==> src/rtl/dac_spi_tx_pkg.sv <==
// Shared audio-path definitions: SPI frame geometry, FSM state encoding and
// small constant helpers used by the DAC serial output stage.
package synth_pkg;

  // Serial transmitter states, in the order a frame walks through them
  typedef enum logic [1:0] {
    ST_IDLE  = 2'd0,
    ST_SETUP = 2'd1,
    ST_SHIFT = 2'd2,
    ST_HOLD  = 2'd3
  } spi_state_t;

  localparam int FRAME_W   = 24;
  localparam int DAC_CMD_W = 8;
  localparam int DATA_W    = FRAME_W - DAC_CMD_W;

  localparam logic [DAC_CMD_W-1:0] DEFAULT_DAC_CMD = 8'h00;

  // Bits needed for a counter that runs 0..maxVal (never less than one bit)
  function automatic int cntWidth(input int maxVal);
    return (maxVal < 2) ? 1 : $clog2(maxVal + 1);
  endfunction

  // cs_n-low duration of one frame: setup + 24 full SCLK periods + hold
  function automatic int frameCycles(input int halfPeriod);
    return (2 * FRAME_W + 2) * halfPeriod;
  endfunction

endpackage

==> src/rtl/dac_spi_tx_if.sv <==
// Sample-in / SPI-out bundle of the DAC serial stage. The master side is
// whoever feeds samples and watches the DAC pins; the slave side is the
// transmitter itself.
interface dac_spi_tx_if;
  import synth_pkg::*;

  logic              i_enable;
  logic [DATA_W-1:0] i_data;
  logic              o_dac_sclk;
  logic              o_dac_mosi;
  logic              o_dac_cs_n;
  logic              o_sample_ack;
  logic              o_busy;
  logic              o_overrun;

  modport master (
    output i_enable,
    output i_data,
    input  o_dac_sclk,
    input  o_dac_mosi,
    input  o_dac_cs_n,
    input  o_sample_ack,
    input  o_busy,
    input  o_overrun
  );

  modport slave (
    input  i_enable,
    input  i_data,
    output o_dac_sclk,
    output o_dac_mosi,
    output o_dac_cs_n,
    output o_sample_ack,
    output o_busy,
    output o_overrun
  );

endinterface

==> src/rtl/dac_spi_tx_sample_tick.sv <==
// Free-running sample-rate tick: one-cycle pulse every DIV clocks while
// enabled. Shared by any stage that needs an audio-rate strobe.
module sample_tick #(
  parameter int DIV = 1000
) (
  input  logic i_clk,
  input  logic i_rst,
  input  logic i_enable,
  output logic o_tick
);
  localparam int               CNT_W   = (DIV > 1) ? $clog2(DIV) : 1;
  localparam logic [CNT_W-1:0] CNT_MAX = CNT_W'(DIV - 1);

  logic [CNT_W-1:0] r_count;
  logic             w_atMax;

  assign w_atMax = (r_count == CNT_MAX);

  // Count 0..DIV-1 and wrap; park at zero whenever the stage is disabled
  always_ff @(posedge i_clk or posedge i_rst) begin
    if (i_rst) begin
      r_count <= '0;
    end else if (!i_enable || w_atMax) begin
      r_count <= '0;
    end else begin
      r_count <= r_count + 1'b1;
    end
  end

  // Gated so a disable arriving on the wrap cycle cannot launch a frame
  assign o_tick = i_enable && w_atMax;

endmodule

==> src/rtl/dac_spi_tx.sv <==
// DAC serial output stage: once per sample tick, latches the 16-bit sample
// and ships {DAC_CMD, sample} as a 24-bit SPI mode-0 frame, MSB first.
// Ticks that land while a frame is still in flight are dropped and flagged
// on the sticky overrun output.
module dac_spi_tx
  import synth_pkg::*;
#(
  parameter int                   CLK_DIV    = 2,
  parameter int                   SAMPLE_DIV = 1000,
  parameter logic [DAC_CMD_W-1:0] DAC_CMD    = DEFAULT_DAC_CMD
) (
  input logic         i_clk,
  input logic         i_rst,
  dac_spi_tx_if.slave bus
);
  localparam int              HC_W    = cntWidth(CLK_DIV - 1);
  localparam logic [HC_W-1:0] HC_MAX  = HC_W'(CLK_DIV - 1);
  localparam int              BC_W    = cntWidth(FRAME_W - 1);
  localparam logic [BC_W-1:0] BC_LAST = BC_W'(FRAME_W - 1);

  spi_state_t         r_state;
  spi_state_t         w_stateNext;
  logic [HC_W-1:0]    r_halfCnt;
  logic [HC_W-1:0]    w_halfCntNext;
  logic [BC_W-1:0]    r_bitCnt;
  logic [BC_W-1:0]    w_bitCntNext;
  logic [FRAME_W-1:0] r_shiftReg;
  logic [FRAME_W-1:0] w_shiftRegNext;
  logic               r_sclk;
  logic               w_sclkNext;
  logic               r_mosi;
  logic               w_mosiNext;
  logic               r_csN;
  logic               w_csNNext;
  logic               r_ack;
  logic               w_ackNext;
  logic               r_busy;
  logic               w_busyNext;
  logic               r_overrun;
  logic               w_overrunNext;

  logic               w_tick;
  logic               w_halfDone;
  logic [FRAME_W-1:0] w_frameLoad;

  sample_tick #(
    .DIV (SAMPLE_DIV)
  ) u_sampleTick (
    .i_clk    (i_clk),
    .i_rst    (i_rst),
    .i_enable (bus.i_enable),
    .o_tick   (w_tick)
  );

  assign w_halfDone  = (r_halfCnt == HC_MAX);
  assign w_frameLoad = {DAC_CMD, bus.i_data};

  // State, counters, shift register and every output pin are registered here
  always_ff @(posedge i_clk or posedge i_rst) begin
    if (i_rst) begin
      r_state    <= ST_IDLE;
      r_halfCnt  <= '0;
      r_bitCnt   <= '0;
      r_shiftReg <= '0;
      r_sclk     <= 1'b0;
      r_mosi     <= 1'b0;
      r_csN      <= 1'b1;
      r_ack      <= 1'b0;
      r_busy     <= 1'b0;
      r_overrun  <= 1'b0;
    end else begin
      r_state    <= w_stateNext;
      r_halfCnt  <= w_halfCntNext;
      r_bitCnt   <= w_bitCntNext;
      r_shiftReg <= w_shiftRegNext;
      r_sclk     <= w_sclkNext;
      r_mosi     <= w_mosiNext;
      r_csN      <= w_csNNext;
      r_ack      <= w_ackNext;
      r_busy     <= w_busyNext;
      r_overrun  <= w_overrunNext;
    end
  end

  // Frame sequencing: half-period timing, bit shifting and pin values
  always_comb begin
    w_stateNext    = r_state;
    w_halfCntNext  = r_halfCnt;
    w_bitCntNext   = r_bitCnt;
    w_shiftRegNext = r_shiftReg;
    w_sclkNext     = r_sclk;
    w_mosiNext     = r_mosi;
    w_csNNext      = r_csN;
    w_ackNext      = 1'b0;

    case (r_state)
      ST_IDLE: begin
        if (w_tick) begin
          w_stateNext    = ST_SETUP;
          w_shiftRegNext = w_frameLoad;
          w_mosiNext     = w_frameLoad[FRAME_W-1];
          w_bitCntNext   = BC_LAST;
          w_halfCntNext  = '0;
          w_csNNext      = 1'b0;
          w_ackNext      = 1'b1;
        end
      end

      ST_SETUP: begin
        if (w_halfDone) begin
          w_stateNext   = ST_SHIFT;
          w_sclkNext    = 1'b1;
          w_halfCntNext = '0;
        end else begin
          w_halfCntNext = r_halfCnt + 1'b1;
        end
      end

      ST_SHIFT: begin
        if (!w_halfDone) begin
          w_halfCntNext = r_halfCnt + 1'b1;
        end else begin
          w_halfCntNext = '0;
          if (r_sclk) begin
            w_sclkNext     = 1'b0;
            w_shiftRegNext = {r_shiftReg[FRAME_W-2:0], 1'b0};
            w_mosiNext     = (r_bitCnt == '0) ? 1'b0 : r_shiftReg[FRAME_W-2];
          end else if (r_bitCnt == '0) begin
            w_stateNext = ST_HOLD;
          end else begin
            w_bitCntNext = r_bitCnt - 1'b1;
            w_sclkNext   = 1'b1;
          end
        end
      end

      ST_HOLD: begin
        if (w_halfDone) begin
          w_stateNext   = ST_IDLE;
          w_halfCntNext = '0;
          w_csNNext     = 1'b1;
        end else begin
          w_halfCntNext = r_halfCnt + 1'b1;
        end
      end

      default: begin
        w_stateNext = ST_IDLE;
        w_csNNext   = 1'b1;
        w_sclkNext  = 1'b0;
        w_mosiNext  = 1'b0;
      end
    endcase
  end

  // Busy mirrors the next state so it stays aligned with cs_n
  always_comb begin
    w_busyNext = (w_stateNext != ST_IDLE);
  end

  // Sticky overrun: set by any tick outside IDLE, cleared only by disabling
  always_comb begin
    w_overrunNext = r_overrun;
    if (!bus.i_enable) begin
      w_overrunNext = 1'b0;
    end else if (w_tick && (r_state != ST_IDLE)) begin
      w_overrunNext = 1'b1;
    end
  end

  assign bus.o_dac_sclk   = r_sclk;
  assign bus.o_dac_mosi   = r_mosi;
  assign bus.o_dac_cs_n   = r_csN;
  assign bus.o_sample_ack = r_ack;
  assign bus.o_busy       = r_busy;
  assign bus.o_overrun    = r_overrun;

endmodule

==> src/flat_wrapper.sv <==
// flat-port wrapper written by rule: the top's interface ports become plain ports
module dac_spi_tx_flat import synth_pkg::*;
#(
  parameter int                   CLK_DIV    = 2,
  parameter int                   SAMPLE_DIV = 1000,
  parameter logic [DAC_CMD_W-1:0] DAC_CMD    = DEFAULT_DAC_CMD
)
  (i_clk, i_rst, bus_i_enable, bus_i_data, bus_o_dac_sclk, bus_o_dac_mosi, bus_o_dac_cs_n, bus_o_sample_ack, bus_o_busy, bus_o_overrun);
  dac_spi_tx_if bus_i ();
  input logic i_clk;
  input logic i_rst;
  input wire logic [$bits(bus_i.i_enable)-1:0] bus_i_enable;
  input wire logic [$bits(bus_i.i_data)-1:0] bus_i_data;
  output wire logic [$bits(bus_i.o_dac_sclk)-1:0] bus_o_dac_sclk;
  output wire logic [$bits(bus_i.o_dac_mosi)-1:0] bus_o_dac_mosi;
  output wire logic [$bits(bus_i.o_dac_cs_n)-1:0] bus_o_dac_cs_n;
  output wire logic [$bits(bus_i.o_sample_ack)-1:0] bus_o_sample_ack;
  output wire logic [$bits(bus_i.o_busy)-1:0] bus_o_busy;
  output wire logic [$bits(bus_i.o_overrun)-1:0] bus_o_overrun;
  assign bus_i.i_enable = bus_i_enable;
  assign bus_i.i_data = bus_i_data;
  assign bus_o_dac_sclk = bus_i.o_dac_sclk;
  assign bus_o_dac_mosi = bus_i.o_dac_mosi;
  assign bus_o_dac_cs_n = bus_i.o_dac_cs_n;
  assign bus_o_sample_ack = bus_i.o_sample_ack;
  assign bus_o_busy = bus_i.o_busy;
  assign bus_o_overrun = bus_i.o_overrun;
  dac_spi_tx #(.CLK_DIV(CLK_DIV), .SAMPLE_DIV(SAMPLE_DIV), .DAC_CMD(DAC_CMD)) u_core (.i_clk(i_clk), .i_rst(i_rst), .bus(bus_i));
endmodule
==> config.mk <==
export PLATFORM = sky130hd
export DESIGN_NAME = dac_spi_tx_flat
export DESIGN_NICKNAME = d
export VERILOG_FILES = /design/src/rtl/dac_spi_tx_pkg.sv /design/src/rtl/dac_spi_tx_if.sv /design/src/rtl/dac_spi_tx_sample_tick.sv /design/src/rtl/dac_spi_tx.sv /design/src/flat_wrapper.sv
export SDC_FILE = /design/constraint.sdc
export NUM_CORES = 1
export LEC_CHECK = 0
export BUFFER_PORTS_ARGS = -buffer_cell sky130_fd_sc_hd__buf_2
export CORE_MARGIN = 4
export CORE_UTILIZATION = 62
export CTS_BUF_LIST = sky130_fd_sc_hd__clkbuf_8
export DETAILED_ROUTE_END_ITERATION = 6
export GPL_TIMING_DRIVEN = 1
export PLACE_DENSITY = 0.88
export SYNTH_ARGS = -nofsm -noshare
export SYNTH_HDL_FRONTEND = slang
export SYNTH_SLANG_ARGS = --single-unit
==> constraint.sdc <==
create_clock -name i_clk -period 5.3 [get_ports i_clk]
set_input_delay 0.795 -clock i_clk [delete_from_list [all_inputs] [get_ports i_clk]]
set_output_delay 0.795 -clock i_clk [all_outputs]
set_load 0.02 [all_outputs]
==> run summary <==
run status -> finished, final reports clean
largest net degree at the start of global routing -> 48
count of final max-slew check failures -> 0
DRC Markers -> 0
synth top area cells -> dfrtp_1 (51%), nand2_1 (9.5%), mux2_2 (8.0%)
placed inst area -> 2370 µm²
maximum fanout along the worst path -> 20
critical path class -> flip-flop to flip-flop
minimum clock period -> 2.27 ns
Antenna Diode Count -> 0
final instance area -> 2460 µm²
post-CTS setup repair buffer count -> 0
core region area -> 3420 µm²
Clock Path Buffers -> 2
layout cells sized above 1 -> 22.1%
min-delay worst type -> flip-flop to flip-flop
Die ar. -> 4660 µm²
drt pass-1 iters -> 4
number of synthesized flops with an enable pin -> 0
Final ANT Viol Nets -> 0
CTS clk-pin slew, worst paths -> 0.08 ns
power density over the cells -> 237 nW/µm²
ys flop type -> dfrtp_1
Non-Filler Instances -> 290
Setup Skew -> 0.00615 ns
Die Width -> 68.3 µm
worst path required time -> 5.48 ns
most common cell in the netlist -> nand2_1
Fin Setup TNS -> 0 ns
setup violators final -> 0
syn avg cell area -> 10.3 µm²
Final Hold Viols -> 0
Synth Register Bits -> 47
max cap viols -> 0
Synth area leader -> dfrtp_1
DR iter-0 viols -> 86
fmax -> 0.441 GHz
final period utilization -> 42.8%
crit path launch -> u_core.u_sampleTick.r_count[0]$_DFF_PP0_
Data arrival, critical path -> 2.45 ns
total wire length -> 3860 µm
cts hold-fix bufs -> 0
Syn Inst Count -> 219
CTS resizes -> 0
CTS HTree Levels -> 2
hpwl dp -> 2590 µm
Slew @ Worst Pin -> 0.575 ns
first-pass GRT wire length -> 6530 µm
# placed instances -> 282
RSZ-0062 raised after global routing -> no
peak supply drop -> 0.000145 V
r2r startpoint -> u_core.u_sampleTick.r_count[0]$_DFF_PP0_
vias in the first global route -> 1485
Vias -> 1563
clock root cell -> clkbuf_8
Buffers on Ports -> 24
Yosys cell types -> 38
number of top-level pins -> 25
Hold Crit Start -> u_core.bus.o_overrun$_DFFE_PP0P_
Total Nets Final -> 265
Num CTS Buffers -> 5
CTS tree -> done
Die H -> 68.3 µm
CP Capture Type -> flip-flop
routed vias/inst -> 5.39
Placement Rows -> 21
GPL Wtd Cong -> 0.839
Layout area overhead -> 9.06%
syn nets -> 241
Slew Limit Headroom -> 61.7%
Overall Global Routing Usage -> 18.9%
grt total ovfl -> 0
Post-synth ARST share -> 100%
post-synthesis sequential area ratio -> 52.3%
Cell Area, Synth -> 2250 µm²
clock sinks -> 47
Setup crit start kind -> flip-flop
Initial Utilization -> 65.9%
Final Core Density -> 71.9%
Warnings, synthesis -> 0
Leak -> 1.22 nW
antenna violations before repair -> 0
share of the synthesized area in the top cell type -> 51.1%
routed wire length per instance -> 13.3 µm
Clock Latency Late Sink -> 0.29 ns
top post-synthesis cells by count -> nand2_1 (57), dfrtp_1 (46), mux2_2 (16)
==> placed cells by master, fill, tap and decap left out, drive strengths merged <==
cell and count:
dfrtp 46, o41ai 3, a311oi 1, a41oi 1
o211ai 1, and4b 1, a211oi 1, nor3 4
o21ai 2, o21a 1, clkinv 2, a21oi 1
nor4b 2, buf 26, clkbuf 5, xnor2 2
ha 3, a221o 1, a21o 2, nor2b 2
nor3b 1, inv 11, and3 3, a31oi 1
xor2 7, nand2 58, mux2i 5, dfstp 1
and4 2, nand4 5, nand2b 1, nor2 15
mux2 16, nand3 11
==> sequential cells by signal, indices dropped and copies added (netlist names) <==
name / cells
u_core.bus.o_dac_cs_n: 1
u_core.r_shiftReg: 23
u_core.u_sampleTick.r_count: 10
u_core.r_bitCnt: 5
u_core.r_halfCnt: 1
u_core.bus.o_dac_sclk: 1
u_core.bus.o_overrun: 1
u_core.bus.o_dac_mosi: 1
u_core.r_state: 2
u_core.bus.o_sample_ack: 1
u_core.bus.o_busy: 1
==> critical path, stage by stage, from the launching register on <==
cell and delay (ns):
dfrtp_1 0.45, ha_1 0.29, and4b_1 0.28, nand4_2 0.27, nand2_2 0.47, mux2_2 0.40
==> cell families after synthesis <==
| group | count (synthesis) | share of synthesized area (%) |
|---|---|---|
| flops | 47 | 52.3 |
| mux | 21 | 10.2 |
| simple gates | 105 | 22.6 |
| compound gates | 15 | 5.00 |
| xor+xnor | 9 | 3.50 |
| buf+inv | 19 | 4.78 |
| fa+ha+maj | 3 | 1.67 |
==> per-stage QoR <==
| stage | hold slack, ns | total power, mW | setup slack (ns) |
|---|---|---|---|
| final | 0.496 | 0.583 | 3.03 |
| after global routing | 0.525 | 0.606 | 2.88 |
| after CTS | 0.505 | 0.589 | 3.06 |
| after detailed placement | 0.485 | 0.394 | 2.89 |
| after global placement | 0.475 | 0.393 | 2.91 |
| after floorplan | 0.460 | 0.383 | 3.34 |
==> per-layer routing <==
metal	track usage, %	up-vias	routed length, µm
met5	0	-	0
met4	6.70	0	42
met1	23.5	741	1790
met3	3.94	5	157
met2	32.4	27	1870
li1	-	790	-
==> worst paths after layout <==
path,to,slack [ns],depth (start not counted)
hold / removal,u_core.bus.o_overrun$_DFFE_PP0P_,0.50,1
setup / recovery,u_core.r_shiftReg[9]$_DFFE_PP0P_,3.03,5
max in group asynchronous,u_core.r_shiftReg[21]$_DFFE_PP0P_,4.28,3
min in group asynchronous,u_core.u_sampleTick.r_count[6]$_DFF_PP0_,0.64,3
setup reg to reg,u_core.r_shiftReg[9]$_DFFE_PP0P_,3.03,5
hold reg to reg,u_core.bus.o_overrun$_DFFE_PP0P_,0.50,1
==> layout make-up <==
cell class	instances	area [µm²]
Timing Repair Buffer	26	135
Clock inverter	3	12.5
Fill cell	258	960
Tap cell	46	57.6
Clock buffer	5	68.8
Inverter	10	37.5
Sequential cell	47	1180
Multi-Input combinational cell	153	967
==> where the power goes <==
group / total (mW) / internal, mW / switching, mW
registers: 0.363 / 0.360 / 0.00281
clock network: 0.197 / 0.0887 / 0.108
logic: 0.0233 / 0.00949 / 0.0138
No activity file was read; power rests on OpenSTA's default activity.
